$ cat config.mk
export PLATFORM = sky130hd
export DESIGN_NAME = instruction_fetch
export DESIGN_NICKNAME = d
export VERILOG_FILES = /design/src/rtl/instruction_fetch.sv
export SDC_FILE = /design/constraint.sdc
export NUM_CORES = 1
export LEC_CHECK = 0
export BUFFER_PORTS_ARGS = -buffer_cell sky130_fd_sc_hd__buf_2
export CAP_MARGIN = 15
export CELL_PAD_IN_SITES_DETAIL_PLACEMENT = 1
export CELL_PAD_IN_SITES_GLOBAL_PLACEMENT = 1
export CORE_UTILIZATION = 40
export DETAILED_ROUTE_END_ITERATION = 12
export PLACE_DENSITY = 0.74
export REMOVE_ABC_BUFFERS = 1
export SYNTH_ARGS = -nofsm -noshare
export SYNTH_HDL_FRONTEND = slang
export SYNTH_SLANG_ARGS = --single-unit
export TNS_END_PERCENT = 5
$ cat constraint.sdc
create_clock -name clk -period 6.1 [get_ports clk]
set_clock_uncertainty 0.15 [all_clocks]
set_input_delay 1.22 -clock clk [delete_from_list [all_inputs] [get_ports clk]]
set_output_delay 1.22 -clock clk [all_outputs]
set_load 0.02 [all_outputs]
$ cat src/rtl/instruction_fetch.sv
// Instruction fetch unit: a single-outstanding fetch engine feeding a show-ahead
// prefetch buffer, with branch redirect that flushes the buffer and squashes in-flight data.
module instruction_fetch #(
  parameter logic [31:0] RESET_PC = 32'h0000_0000,
  parameter int          DEPTH    = 4
) (
  input  logic                     clk,
  input  logic                     rst,
  output logic                     mem_req_o,
  output logic [31:0]              mem_addr_o,
  input  logic                     mem_ack_i,
  input  logic [31:0]              mem_data_i,
  output logic                     instr_valid_o,
  output logic [31:0]              instr_o,
  output logic [31:0]              instr_pc_o,
  input  logic                     instr_ready_i,
  input  logic                     branch_i,
  input  logic [31:0]              branch_target_i,
  output logic [$clog2(DEPTH):0]   fifo_count_o,
  output logic [1:0]               state_o
);

  // Handshakes: a memory request is held (mem_req_o/mem_addr_o stable) until the
  // cycle mem_ack_i=1; the decode side pops when instr_valid_o && instr_ready_i.
  localparam int PW = $clog2(DEPTH);
  localparam int CW = PW + 1;
  localparam logic [CW-1:0] DEPTH_C = CW'(DEPTH);

  typedef enum logic [1:0] {
    S_IDLE      = 2'd0,
    S_WAIT      = 2'd1,
    S_WAIT_DROP = 2'd2
  } state_t;

  state_t          state_q, state_d;
  logic [31:0]     pc_q, pc_d;
  logic [31:0]     addr_q, addr_d;
  logic [CW-1:0]   count_q, count_d;
  logic [PW-1:0]   rd_ptr_q, rd_ptr_d;
  logic [PW-1:0]   wr_ptr_q, wr_ptr_d;
  logic [31:0]     buf_data_q [DEPTH];
  logic [31:0]     buf_data_d [DEPTH];
  logic [31:0]     buf_pc_q   [DEPTH];
  logic [31:0]     buf_pc_d   [DEPTH];

  logic            room;
  logic            push;
  logic            pop;
  logic            unused_tgt;

  // Only one request can be in flight, so in IDLE the outstanding count is zero.
  assign room          = (count_q < DEPTH_C);
  assign push          = (state_q == S_WAIT) && mem_ack_i && !branch_i;
  assign instr_valid_o = (count_q != '0) && !branch_i;
  assign pop           = instr_valid_o && instr_ready_i;
  assign unused_tgt    = ^branch_target_i[1:0];

  always_comb begin
    state_d = state_q;
    pc_d    = pc_q;
    addr_d  = addr_q;
    case (state_q)
      S_IDLE: begin
        if (!branch_i && room) begin
          state_d = S_WAIT;
          addr_d  = pc_q;
          pc_d    = pc_q + 32'd4;
        end
      end
      S_WAIT: begin
        if (mem_ack_i)     state_d = S_IDLE;
        else if (branch_i) state_d = S_WAIT_DROP;
      end
      S_WAIT_DROP: begin
        if (mem_ack_i) state_d = S_IDLE;
      end
      default: state_d = S_IDLE;
    endcase
    if (branch_i) pc_d = {branch_target_i[31:2], 2'b00};
  end

  always_comb begin
    buf_data_d = buf_data_q;
    buf_pc_d   = buf_pc_q;
    wr_ptr_d   = wr_ptr_q;
    rd_ptr_d   = rd_ptr_q;
    count_d    = count_q;
    if (branch_i) begin
      wr_ptr_d = '0;
      rd_ptr_d = '0;
      count_d  = '0;
    end else begin
      if (push) begin
        buf_data_d[wr_ptr_q] = mem_data_i;
        buf_pc_d[wr_ptr_q]   = addr_q;
        wr_ptr_d             = wr_ptr_q + PW'(1);
      end
      if (pop) rd_ptr_d = rd_ptr_q + PW'(1);
      if (push && !pop)      count_d = count_q + CW'(1);
      else if (!push && pop) count_d = count_q - CW'(1);
    end
  end

  always_ff @(posedge clk or negedge rst) begin
    if (!rst) begin
      state_q  <= S_IDLE;
      pc_q     <= RESET_PC;
      addr_q   <= '0;
      count_q  <= '0;
      rd_ptr_q <= '0;
      wr_ptr_q <= '0;
      for (int i = 0; i < DEPTH; i++) begin
        buf_data_q[i] <= '0;
        buf_pc_q[i]   <= '0;
      end
    end else begin
      state_q    <= state_d;
      pc_q       <= pc_d;
      addr_q     <= addr_d;
      count_q    <= count_d;
      rd_ptr_q   <= rd_ptr_d;
      wr_ptr_q   <= wr_ptr_d;
      buf_data_q <= buf_data_d;
      buf_pc_q   <= buf_pc_d;
    end
  end

  // Head is gated by occupancy so an empty buffer presents zeros, as in reset.
  assign mem_req_o    = (state_q != S_IDLE);
  assign mem_addr_o   = addr_q;
  assign instr_o      = (count_q != '0) ? buf_data_q[rd_ptr_q] : '0;
  assign instr_pc_o   = (count_q != '0) ? buf_pc_q[rd_ptr_q] : '0;
  assign fifo_count_o = count_q;
  assign state_o      = state_q;

endmodule

== After elaboration in Yosys (flattened, before gate mapping) ==
Index checks and enable logic that the tools add are counted.
Cells by class
  reduce and logical (&&, ||, !) cells: 23
  magnitude comparators: 4
  add/sub/neg operators: 5
  mux-type cells: 27
  equality and inequality tests: 5
  bitwise operators: 3
Operator list (count)
  $mux W32: 10
  $bwmux W128: 2
  $bmux W32 S2: 2
  $demux W32 S2: 1
  $add A32 B3 Y32 const B: 1
  $mux W2: 8
  $reduce_bool A2 Y1: 5
  $mux W3: 3
  $logic_and A1 B1 Y1: 8
  $ge A3 B3 Y1 const B: 2
  $not A2 Y3: 2
  $pmux W2 S3: 1
  $reduce_and A2 Y1: 3
  $reduce_bool A3 Y1: 2
  $add A2 B1 Y2 const B: 2
  $ne A2 B2 Y1 const B: 2
  $add A3 B1 Y3 const B: 1
  $logic_not A1 Y1: 3
  $lt A3 B1 Y1 const B: 1
  $lt A3 B3 Y1 const B: 1
  $ne A3 B3 Y1 const B: 1
  $reduce_and A3 Y1: 1
  $sub A3 B1 Y3 const B: 1
  $eq A2 B1 Y1 const B: 1
  other kinds (3): 3
Word-level totals
  bits in registers: 329
  input bits: 69
  output and inout port bits: 103
  word-level logic and storage cells: 81

== Longest topological paths before layout ==
Gate-level depths: netlist of run 1.
  depth after elaboration: 8
  mapped depth: 8

== Worst setup path before layout of run 1 ==
OpenSTA, ideal clock, no wires.
  path type: reg-to-output
  from: register rd_ptr_q[0]
  to: output instr_o[0]
  cell stages (with the launch flop): 5
  buffers on the path: 2
  setup slack: 2.725 ns
  data required time: 4.730 ns
  arrival: 2.005 ns
  cells stage by stage: dfrtp_1 clkbuf_1 buf_1 mux4_2 and2_1
Between the ends
  word-level cells in the longest chain between the ends: 5
Ends and longest elaborated chain
  start, declared: line 39  | logic [PW-1:0] rd_ptr_q, rd_ptr_d;
  start signal, assigned: line 121  | rd_ptr_q <= rd_ptr_d;
  $not A2 Y3 (not written as such): line 131  | assign instr_o = (count_q != '0) ? buf_data_q[rd_ptr_q] : '0;
  $bmux W32 S2: line 131
  $mux W32 (not written as such) (2 in a row): line 131
  $mux W32: line 131
  end, declared: line 14  | output logic [31:0] instr_o,
Every way passes these cells. The select of a mux whose other input is x is not followed.

== Final worst setup path of run 1 ==
  from: register rd_ptr_q[0]
  to: output instr_pc_o[29]
Between the ends
  word-level cells in the longest chain between the ends: 5
Ends and longest elaborated chain
  $not A2 Y3 (not written as such): line 132  | assign instr_pc_o = (count_q != '0) ? buf_pc_q[rd_ptr_q] : '0;
  $bmux W32 S2: line 132
  $mux W32 (not written as such) (2 in a row): line 132
  $mux W32: line 132
  end, declared: line 15  | output logic [31:0] instr_pc_o,
Every way passes these cells. The select of a mux whose other input is x is not followed.

==> impl_results.md, run 1 <==
* Multi-input gate area at 6211 um2
* Cells after Synth at 994
* Design Area, Final at 17,000 um2
* Setup WS post-layout at 1.982 ns
* RSZ-0062 raised after global routing: no
* Inst Count DP at 1,571
* Sequential fraction of the synthesis area at 0.5508
* Vias per std cell at 5.434
* CTS tree: done
* Sw Share at 0.3405
* Final ANT Viol Nets at 0
* Post-synth EDFFs at 0
* Final HPWL DP at 21.50 mm
* Min cycle time layout at 4.118 ns
* Row cnt at 69
* Levels on crit path at 4
* Worst slew margin at 0.2239
* Status: complete, no violations
* Hold Crit Class: register to register
* Nets at 1,225
* CP Cell Sequence: buf_4 > mux4_2 > and2_1 > buf_2
* First-pass GRT wire length at 56.99 mm
* Hold buffer count at CTS at 0
* Clock slew at reported path FFs at 0.06 ns
* Startpoint Class: register
* 1st-pass router iterations at 4
* Combinational family with the most area after synthesis: multiplexers
* Period utilization at 0.6750
* First-iteration detailed-routing DRC count at 398
* Power Density at 493.1 nW/um2
* Largest net degree at the start of global routing at 127
* Worst Tran Pin Value at 1.164 ns
* Starting Density at 0.4059
* Mean routed wirelength per cell at 21.27 um
* Via count at 8,917
* Max Cap Viol at 0
* Max Slew Vio Count at 0
* I/O Buffers at 165
* Clk buf depth at 3
* Most frequent cells in the layout: 315 x dfrtp_1, 279 x mux2_2, 164 x buf_2
* Sum Neg Setup Slack at 0 ns
* Resized Gates After CTS at 0
* Hold path depth at 1
* P&R area growth vs syn at 18.05%
* Final Hold Vio Count at 0
* Async set-reset flop share out of synthesis at 1.000
* Clock power frac at 0.276
* CP Max Fanout at 25
* GRT overflow at 0
* Fill count at 3,539
* Worst Path Buf+Inv at 2
* Final setup vio count at 0
* Area post-placement at 15,700 um2
* Setup bufs post-CTS at 0
* Sequential cell area at 7940 um2
* Clock Latency Late Sink at 0.52 ns
* H-tree lvl count at 2
* CP required at 4.73 ns
* Mux contribution to synthesized area at 0.3165
* Top Family by Delay on Critical Path: flip-flops
* Distinct cells, synth at 40
* Adder-cell share of the synthesized area at 0.005734
* Crit Path Category: register to primary output
* Crit path DAT at 2.75 ns
* Simple-Gate Fraction of Synth Area at 0.07263
* LEAKAGE at 7.927 nW
* Synth Warn # at 0
* Mapped Area at 14,400 um2
* Switching power at 0.002855 W
* Synth Flop Type: dfrtp_1
* Synth Area in XOR/XNOR at 0.009123
* I/O Pins at 172
* Vias in the first global route at 9,856
* Slowest library cell on the worst path: dfrtp_4
* Clk sinks at 317
* Initial antenna violation count at 3
* Die W at 191.7 um
* Internal power at 0.005528 W
* Seq pwr share at 0.382
* CORE AREA at 35,480 um2
* Pre-CTS setup slack at 2.274 ns
* GRT Util Overall at 0.1994
* CP max stage delay at 0.76 ns
* Share of cells above drive strength 1 at 0.5059
* Die area at 36,770 um2
* Synth Register Bits at 317
* Total wire length at 34.90 mm
* GP Congestion at 0.7382
* VDD IR max at 0.3197 mV
* Leading cell type in the layout, fill and taps excluded: dfrtp_1
* Syn_area_per_cell at 14.49 um2
* Final std cells w/o fill at 1,641
* Compound-Gate Fraction of Synth Area at 0.02354
* Peak Freq at 242.9 MHz
* Gate power share at 0.342
* CTS Buf Count at 38
* R2R cell count at 5
* Root Buffer: clkbuf_16
* Post-route DRC at 0
* CP endpoint kind: primary output
* Die Span Y at 191.7 um
==> metal layers <==
metal / vias up / track usage / part of all wire
met2: 181 / 0.3289 / 0.48
met1: 4697 / 0.2771 / 0.46
met4: 4 / 0.04487 / 0.018
li1: 3983 / - / -
met3: 52 / 0.03033 / 0.041
met5: - / 0 / 0.00066
==> power by group through the flow <==
stage | clock network [W] | registers, W | logic [W]
after CTS | 0.00238 | 0.00322 | 0.00294
after detailed placement | 0 | 0.00324 | 0.00292
final | 0.00231 | 0.00320 | 0.00286
after global routing | 0.00246 | 0.00331 | 0.00312
after floorplan | 0 | 0.00324 | 0.00187
after global placement | 0 | 0.00320 | 0.00287
==> worst paths after layout <==
check / slack, ns / startpoint / endpoint
setup / recovery: 1.98 / rd_ptr_q[0] / instr_pc_o[29]
hold / removal: 0.35 / buf_pc_q[18] / buf_pc_q[18]
setup reg to reg: 3.55 / state_o[0] / pc_q[25]
hold reg to reg: 0.35 / buf_pc_q[18] / buf_pc_q[18]
max in group asynchronous: 3.88 / rst / buf_data_q[62]
min in group asynchronous: 0.59 / rst / buf_data_q[19]
==> stage by stage <==
| step | hold slack (ns) | total power [W] | util |
|---|---|---|---|
| 2_1_floorplan | 0.3242 | 0.005106 | - |
| 3_3_place_gp | 0.3318 | 0.006067 | 0.4426 |
| 3_5_place_dp | 0.3376 | 0.006166 | 0.4426 |
| 4_1_cts | 0.3503 | 0.008536 | 0.4790 |
| 5_1_grt | 0.3629 | 0.008893 | 0.4790 |
| 6_report | 0.3490 | 0.008382 | 0.4791 |
==> worst reg2reg max path, delay by kind of cell (launching register included) <==
| family | cells | cell delay [ns] |
|---|---|---|
| buf+inv | 1 | 0.22 |
| flops | 1 | 0.49 |
| compound gates | 1 | 0.17 |
| simple gates | 3 | 1.45 |
==> layout make-up <==
cell class / count / share of cell area
flip-flops and latches: 317 / 0.4671
repair buffers: 179 / 0.05608
inverters: 6 / 0.001325
multi-input cells: 608 / 0.3653
well taps: 461 / 0.03393
diodes: 2 / 0.0002944
clock inverters: 17 / 0.01178
clock buffers: 51 / 0.06418
==> synthesized netlist by cell type, types with 2 or more instances <==
cell / n / share of area
dfrtp_1: 317 / 0.55
mux2_2: 279 / 0.22
and2_1: 68 / 0.030
mux4_2: 62 / 0.097
clkbuf_1: 49 / 0.013
nand2_1: 29 / 0.0076
nor2_1: 29 / 0.0076
o21ai_0: 20 / 0.0070
a31oi_1: 19 / 0.0083
nand4_1: 16 / 0.0070
o31ai_1: 11 / 0.0057
buf_1: 10 / 0.0026
or3_1: 10 / 0.0043
or4_1: 10 / 0.0052
xor2_1: 9 / 0.0055
inv_1: 6 / 0.0016
xnor2_1: 6 / 0.0036
ha_1: 5 / 0.0043
and3_1: 4 / 0.0017
buf_4: 4 / 0.0021
and4_1: 3 / 0.0018
buf_6: 3 / 0.0023
nand3_1: 3 / 0.0010
nor3_1: 3 / 0.0010
mux2i_1: 2 / 0.0014
nand3b_1: 2 / 0.0010
nor4_1: 2 / 0.00087
==> cells by family (layout without fill, tap and decap cells) <==
family	after synthesis	after routing
muxes	343	343
DFF	317	317
and+or+nand+nor	185	185
buffers and inverters	72	253
AOI/OAI and AO/OA	55	55
xor gates and xnor gates	15	15
adders and majority gates	6	6
other	1	6
==> registers in the layout, summed over array words and instances (netlist names) <==
| register | count |
|---|---|
| buf_data_q | 128 |
| buf_pc_q | 120 |
| mem_addr_o | 30 |
| pc_q | 30 |
| fifo_count_o | 3 |
| rd_ptr_q | 2 |
| state_o | 2 |
| wr_ptr_q | 2 |
Note: power is estimated with default switching activity, not from simulation.
==> inputs of run 2 (changes only) <==
clock period = 4.17 ns   (was 6.1 ns; I/O delays follow)
==> run 2 against run 1 <==
Net effect: clock power up 39%; worst setup slack worse by 1.3 ns; critical path depth unchanged; clock-buffer cell count up 5; total power up 45%; non-clock buffer count up 5; final area up 0.19%; via count down 0.39%; sequential cell count unchanged; sequential power up 46%; die area unchanged; highest routed layer is now met4.
==> impl_results.md, run 2 (synthesized netlist as in run 1, its figures left out) <==
* Max reg flops at 128 (unchanged)
* First-iteration detailed-routing DRC count at 310 (-22%)
* CTS tree: done
* Die Span Y at 191.7 um (unchanged)
* Min cycle time layout at 3.481 ns
* Peak Freq at 287.3 MHz
* R2R cell count at 5 (unchanged)
* Clock Latency Late Sink at 0.51 ns (about the same)
* GRT overflow at 0 (unchanged)
* RR Startpoint: state_o[0]
* Via count at 8,882 (-0.39%)
* Top Registers: buf_data_q x128, buf_pc_q x120
* Root Buffer: clkbuf_16
* Row cnt at 69 (unchanged)
* CORE AREA at 35,480 um2 (unchanged)
* Hold buffer count at CTS at 0 (unchanged)
* Die area at 36,770 um2 (unchanged)
* Post-route DRC at 0 (unchanged)
* CP Max Fanout at 36 (+44%)
* Status: complete, no violations
* I/O Buffers at 165 (unchanged)
* CP required at 3.19 ns (-1.54 ns)
* Leading cell type in the layout, fill and taps excluded: dfrtp_1
* GRT Util Overall at 0.2031 (+0.003653)
* P&R area growth vs syn at 18.27%
* Startpoint Class: register
* Mean routed wirelength per cell at 21.63 um (+1.7%)
* Vias per std cell at 5.403 (-0.57%)
* LEAKAGE at 7.943 nW (+0.20%)
* Slowest library cell on the worst path: or3_2
* Hold Crit Class: input pin to asynchronous set/reset pin
* GP Congestion at 0.7704 (+4.4%)
* Starting Density at 0.4059 (unchanged)
* Nets at 1,229 (+0.33%)
* Total wire length at 35.56 mm (+1.9%)
* Clk sinks at 317 (unchanged)
* Max Cap Viol at 0 (unchanged)
* Crit path DAT at 2.50 ns (-0.25 ns)
* Share of cells above drive strength 1 at 0.5025 (-0.003404)
* Crit Path Category: register to primary output
* CP endpoint kind: primary output
* Most flop-heavy register: buf_data_q
* Largest net degree at the start of global routing at 105 (-17%)
* Final HPWL DP at 22.26 mm (+3.6%)
* Vias in the first global route at 9,853 (-0.030%)
* H-tree lvl count at 2 (unchanged)
* Final Hold Vio Count at 0 (unchanged)
* Setup WS post-layout at 0.6895 ns (-1.293 ns)
* Initial antenna violation count at 0 (-3)
* Worst slew margin at 0.3716 (+0.1477)
* Fill count at 3,547 (+0.23%)
* 1st-pass router iterations at 4 (unchanged)
* R2R Path End: pc_q[25]
* CP Cell Sequence: or3_2 > buf_4 > and2_1 > buf_2
* CTS Buf Count at 37 (-2.6%)
* Worst Tran Pin Value at 0.9404 ns (-0.2238 ns)
* Pre-CTS setup slack at 1.157 ns (-1.118 ns)
* CP max stage delay at 0.80 ns (+0.04 ns)
* Resized Gates After CTS at 0 (unchanged)
* Sum Neg Setup Slack at 0 ns (unchanged)
* VDD IR max at 0.4051 mV (+27%)
* First-pass GRT wire length at 57.82 mm (+1.5%)
* Setup bufs post-CTS at 0 (unchanged)
* Clock slew at reported path FFs at 0.06 ns (about the same)
* RSZ-0062 raised after global routing: no
* Die W at 191.7 um (unchanged)
* Most frequent cells in the layout: 315 x dfrtp_1, 279 x mux2_2, 164 x buf_2
* Reg-to-reg setup timing slack at 1.62 ns (-1.93 ns)
* Period utilization at 0.8347
* Final setup vio count at 0 (unchanged)
* Final ANT Viol Nets at 0 (unchanged)
* Max Slew Vio Count at 0 (unchanged)
* Clk buf depth at 3 (unchanged)
* I/O Pins at 172 (unchanged)
* Power Density at 713.1 nW/um2 (+45%)
==> run 2: area by class of cell <==
type | instances | area, um2 | area share
multi-input combinational | 608 | 6211 | 0.3647
tap | 461 | 576.8 | 0.03386
inverter | 6 | 22.52 | 0.001322
timing repair buffer | 184 | 1066 | 0.06259
clock inverter | 11 | 113.9 | 0.006685
sequential | 317 | 7940 | 0.4662
antenna | 1 | 2.502 | 0.0001469
clock buffer | 56 | 1100 | 0.06457
==> run 2: how the worst max path moves through the flow <==
stage,startpoint,end,cells after the start
2_1_floorplan,rd_ptr_q[0],instr_o[0],2
3_3_place_gp,fifo_count_o[2],instr_o[20],4
3_5_place_dp,fifo_count_o[1],instr_o[18],4
4_1_cts,fifo_count_o[1],instr_o[18],4
5_1_grt,fifo_count_o[1],instr_pc_o[25],4
6_report,fifo_count_o[1],instr_o[28],4
==> run 2: per-stage QoR <==
stage          cells  hold WS, ns  area, um2    util  total power (W)
6_report        1644       0.1943      17030  0.4800          0.01215
5_1_grt         1643       0.2743      17030  0.4800          0.01288
4_1_cts         1643       0.2414      17030  0.4800          0.01236
3_5_place_dp    1576       0.3376      15820  0.4457         0.009071
3_3_place_gp    1576       0.3316      15820  0.4457         0.008895
2_1_floorplan    931       0.3242      14130       -         0.007469
==> run 2: critical path: cells and delay by family, from the launching register on <==
kind / cells / cell delay, ns
simple gates: 2 / 1.00
buf+inv: 2 / 0.54
flops: 1 / 0.43
==> run 2: layer usage <==
metal  GRT usage  share of wire  vias up  routed length, um
li1            -              -     3977                  -
met1      0.2806           0.45     4701              16030
met2      0.3407           0.50      169              17660
met3     0.02905          0.040       35               1437
met4     0.04029          0.012        0                427
met5           0              0        -                  0
==> run 2: report_power, final <==
part	internal (W)	switching (W)	leakage, nW	total, W
clock network	0.00195	0.00126	0.593	0.00321
logic	0.00209	0.00218	3.26	0.00427
registers	0.00393	0.000732	4.09	0.00467
total	0.00798	0.00417	7.94	0.0121
==> inputs of run 3 (changes only) <==
ABC_AREA = 1   (was not set)
PLACE_DENSITY = 0.8   (was 0.74)
clock period = 3.5 ns   (was 4.17 ns; I/O delays follow)
==> run 3 against run 2 <==
Net effect: die area grew 4.0%; largest power group is now combinational logic; first-iteration DRC count grew 100%; synthesized area grew 4.0%; critical path type unchanged; register-to-register slack lost 0.28 ns; combinational power grew 31%; worst hold slack lost 0.13 ns.
==> impl_results.md, run 3 <==
* I/O Pins at 172 (unchanged)
* Final HPWL DP at 28.61 mm (+29%)
* Cell with the most instances after synthesis: nand2_1
* Row cnt at 70 (+1.4%)
* Most flop-heavy register: buf_data_q
* 1st-pass router iterations at 4 (unchanged)
* R2R cell count at 7 (+2)
* Clock Latency Late Sink at 0.52 ns (about the same)
* Die Span Y at 195.5 um (+2.0%)
* Max reg flops at 128 (unchanged)
* H-tree lvl count at 2 (unchanged)
* Gate power share at 0.376 (+0.024)
* CP endpoint kind: primary output
* Wire length on met3 at 1.559 mm (+8.5%)
* First-pass GRT wire length at 74.82 mm (+29%)
* Final Hold Vio Count at 0 (unchanged)
* Internal power at 0.008802 W (+10%)
* Hold_ws at 0.06489 ns (-0.1294 ns)
* Crit path DAT at 2.39 ns (-0.11 ns)
* Peak Freq at 308.8 MHz
* Final setup vio count at 0 (unchanged)
* Die area at 38,220 um2 (+4.0%)
* Diodes inserted at 0 (-1)
* Mean routed wirelength per cell at 18.50 um (-14%)
* Post-synth EDFFs at 0 (unchanged)
* Clock power frac at 0.262 (-0.002)
* GRT Util Overall at 0.2456 (+0.04251)
* Root Buffer: clkbuf_16
* Vias in the first global route at 13,910 (+41%)
* Crit Path Category: register to primary output
* Final ANT Viol Nets at 0 (unchanged)
* Switching power at 0.006123 W (+47%)
* Worst Path Buf+Inv at 2 (unchanged)
* Leading cell type in the layout, fill and taps excluded: nand2_1
* Clk buf depth at 3 (unchanged)
* CTS tree: done
* Synth Flop Type: dfrtp_1
* Min cycle time layout at 3.238 ns
* Hold Crit Class: input pin to asynchronous set/reset pin
* Vias per std cell at 5.260 (-2.6%)
* CP required at 2.65 ns (-0.54 ns)
* Resized Gates After CTS at 0 (unchanged)
* Starting Density at 0.4081 (+0.002281)
* Met2 WL post-DR at 22.28 mm (+26%)
* R2R Path End: pc_q[17]
* RR Startpoint: fifo_count_o[2]
* CP Cell Sequence: buf_4 > nor2_1 > nor2_1 > o21ai_0 > a21oi_1 > buf_2
* Top cells by count, synth: 406 x nand2_1, 317 x dfrtp_1, 305 x nor2_1, 239 x o21ai_1, 169 x o21ai_0
* Synth area leader: dfrtp_1
* Clock slew at reported path FFs at 0.06 ns (about the same)
* Period utilization at 0.9252
* Top cells by area, synth: dfrtp_1 53%, nand2_1 10%, o21ai_1 8.0%
* Status: complete, no violations
* Die W at 195.5 um (+2.0%)
* Most frequent cells in the layout: 406 x nand2_1, 315 x dfrtp_1, 305 x nor2_1
* Async set-reset flop share out of synthesis at 1.000 (unchanged)
* Syn_area_per_cell at 8.109 um2 (-44%)
* VDD IR max at 0.7156 mV (+77%)
* Reg-to-reg setup timing slack at 1.34 ns (-0.28 ns)
* GRT overflow at 0 (unchanged)
* Worst slew margin at 0.5121 (+0.1405)
* Fill count at 4,459 (+26%)
* Max Slew Vio Count at 0 (unchanged)
* Post-route DRC at 0 (unchanged)
* Nets at 2,043 (+66%)
* P&R area growth vs syn at 15.69%
* First-iteration detailed-routing DRC count at 625 (+100%)
* Startpoint Class: register
* Sw Share at 0.4103 (+0.06709)
* CTS Buf Count at 37 (unchanged)
* Distinct cells, synth at 41 (+2.5%)
* Synth Register Bits at 317 (unchanged)
* Sum Neg Setup Slack at 0 ns (unchanged)
* I/O Buffers at 165 (unchanged)
* CP max stage delay at 0.65 ns (-0.15 ns)
* Power Density at 861.4 nW/um2 (+21%)
* Max Cap Viol at 0 (unchanged)
* Setup bufs post-CTS at 0 (unchanged)
* Top Family by Delay on Critical Path: buffers and inverters
* Sequential fraction of the synthesis area at 0.5296 (-0.02121)
* Top Registers: buf_data_q x128, buf_pc_q x120
* RSZ-0062 raised after global routing: no
* Largest net degree at the start of global routing at 93 (-11%)
* CORE AREA at 36,700 um2 (+3.4%)
* CP Max Fanout at 34 (-5.6%)
* M1 WL at 20.93 mm (+31%)
* Mapped Area at 14,980 um2 (+4.0%)
* Hold buffer count at CTS at 0 (unchanged)
* Via count at 12,960 (+46%)
* Top cell type's share of synthesized area at 0.5296 (-0.02121)
* Share of cells above drive strength 1 at 0.1509 (-0.3517)
* Cells after Synth at 1,847 (+86%)
* LEAKAGE at 8.280 nW (+4.2%)
* CP most frequent cell: nor2_1
* Seq pwr share at 0.362 (-0.022)
* GP Congestion at 0.8136 (+5.6%)
* Worst Tran Pin Value at 0.7319 ns (-0.2085 ns)
* Initial antenna violation count at 0 (unchanged)
* Start point of the critical path: rd_ptr_q[0]
* Highest metal used: met4
* Clk sinks at 317 (unchanged)
* Final core utilization at 0.4722 (-0.007845)
* Slowest library cell on the worst path: dfrtp_4
* Synth Warn # at 0 (unchanged)
* Total wire length at 45.58 mm (+28%)
## run 3: cell count changes after synthesis, moves of 72 or more
| cell | before | now |
|---|---|---|
| a21oi_1 | 1 | 73 |
| inv_1 | 6 | 102 |
| mux2_2 | 279 | 0 |
| nand2_1 | 29 | 406 |
| nor2_1 | 29 | 305 |
| o21ai_0 | 20 | 169 |
| o21ai_1 | 0 | 239 |
## run 3: final cells by class
cell class,instances,area [um2],area share
Clock inverter,10,108.9,0.006282
Timing Repair Buffer,197,1251,0.07221
Multi-Input combinational cell,1305,5898,0.3404
Sequential cell,317,7938,0.4581
Tap cell,468,585.6,0.03379
Inverter,110,416.7,0.02405
Clock buffer,56,1130,0.06520
## run 3: kinds of logic after synthesis
| group | Yosys count | synth area share |
|---|---|---|
| buffers and inverters | 228 | 0.07735 |
| AND/OR/NAND/NOR | 787 | 0.2118 |
| flip-flops | 317 | 0.5296 |
| adder cells (fa/ha/maj) | 6 | 0.005513 |
| AO/OA/AOI/OAI | 504 | 0.1731 |
| other | 1 | 0.0002504 |
| XOR/XNOR | 4 | 0.002339 |
## run 3: worst reg2reg max path: stages, from the launching register on
cell and delay [ns]:
dfrtp_1 0.44, inv_1 0.11, nand3_2 0.19, inv_4 0.19
nand2_4 0.07, inv_2 0.48, nand2_1 0.20, o211ai_1 0.24
## run 3: metrics by stage
stage	instances	worst slack (ns)	power (W)	area, um2
6_report	2463	0.2619	0.01493	17330
5_1_grt	2463	0.1188	0.01596	17330
4_1_cts	2463	0.2026	0.01508	17330
3_5_place_dp	2397	0.7092	0.01107	16090
3_3_place_gp	2397	0.7830	0.01083	16090
2_1_floorplan	1732	-1.738	0.008820	14250
## run 3: worst max path at each step
stage | endpoint | cells after the start | slack [ns]
6_report | instr_pc_o[9] | 6 | 0.26
5_1_grt | instr_o[13] | 6 | 0.12
4_1_cts | instr_pc_o[24] | 5 | 0.20
3_5_place_dp | fifo_count_o[2] | 10 | 0.71
3_3_place_gp | fifo_count_o[2] | 10 | 0.78
2_1_floorplan | instr_o[28] | 3 | -1.74
## run 3: power by group through the flow
| stage | Combinational (W) | Clock, W | Sequential (W) |
|---|---|---|---|
| after global routing | 0.00629 | 0.00413 | 0.00553 |
| after detailed placement | 0.00562 | 0 | 0.00545 |
| after floorplan | 0.00329 | 0 | 0.00553 |
| after CTS | 0.00568 | 0.00400 | 0.00540 |
| after global placement | 0.00545 | 0 | 0.00538 |
| final | 0.00561 | 0.00392 | 0.00540 |
## run 3: per-layer routing
| metal | up-vias | track usage |
|---|---|---|
| li1 | 6227 | - |
| met1 | 6445 | 0.3300 |
| met2 | 229 | 0.4209 |
| met3 | 54 | 0.03022 |
| met4 | 0 | 0.06037 |
| met5 | - | 0 |
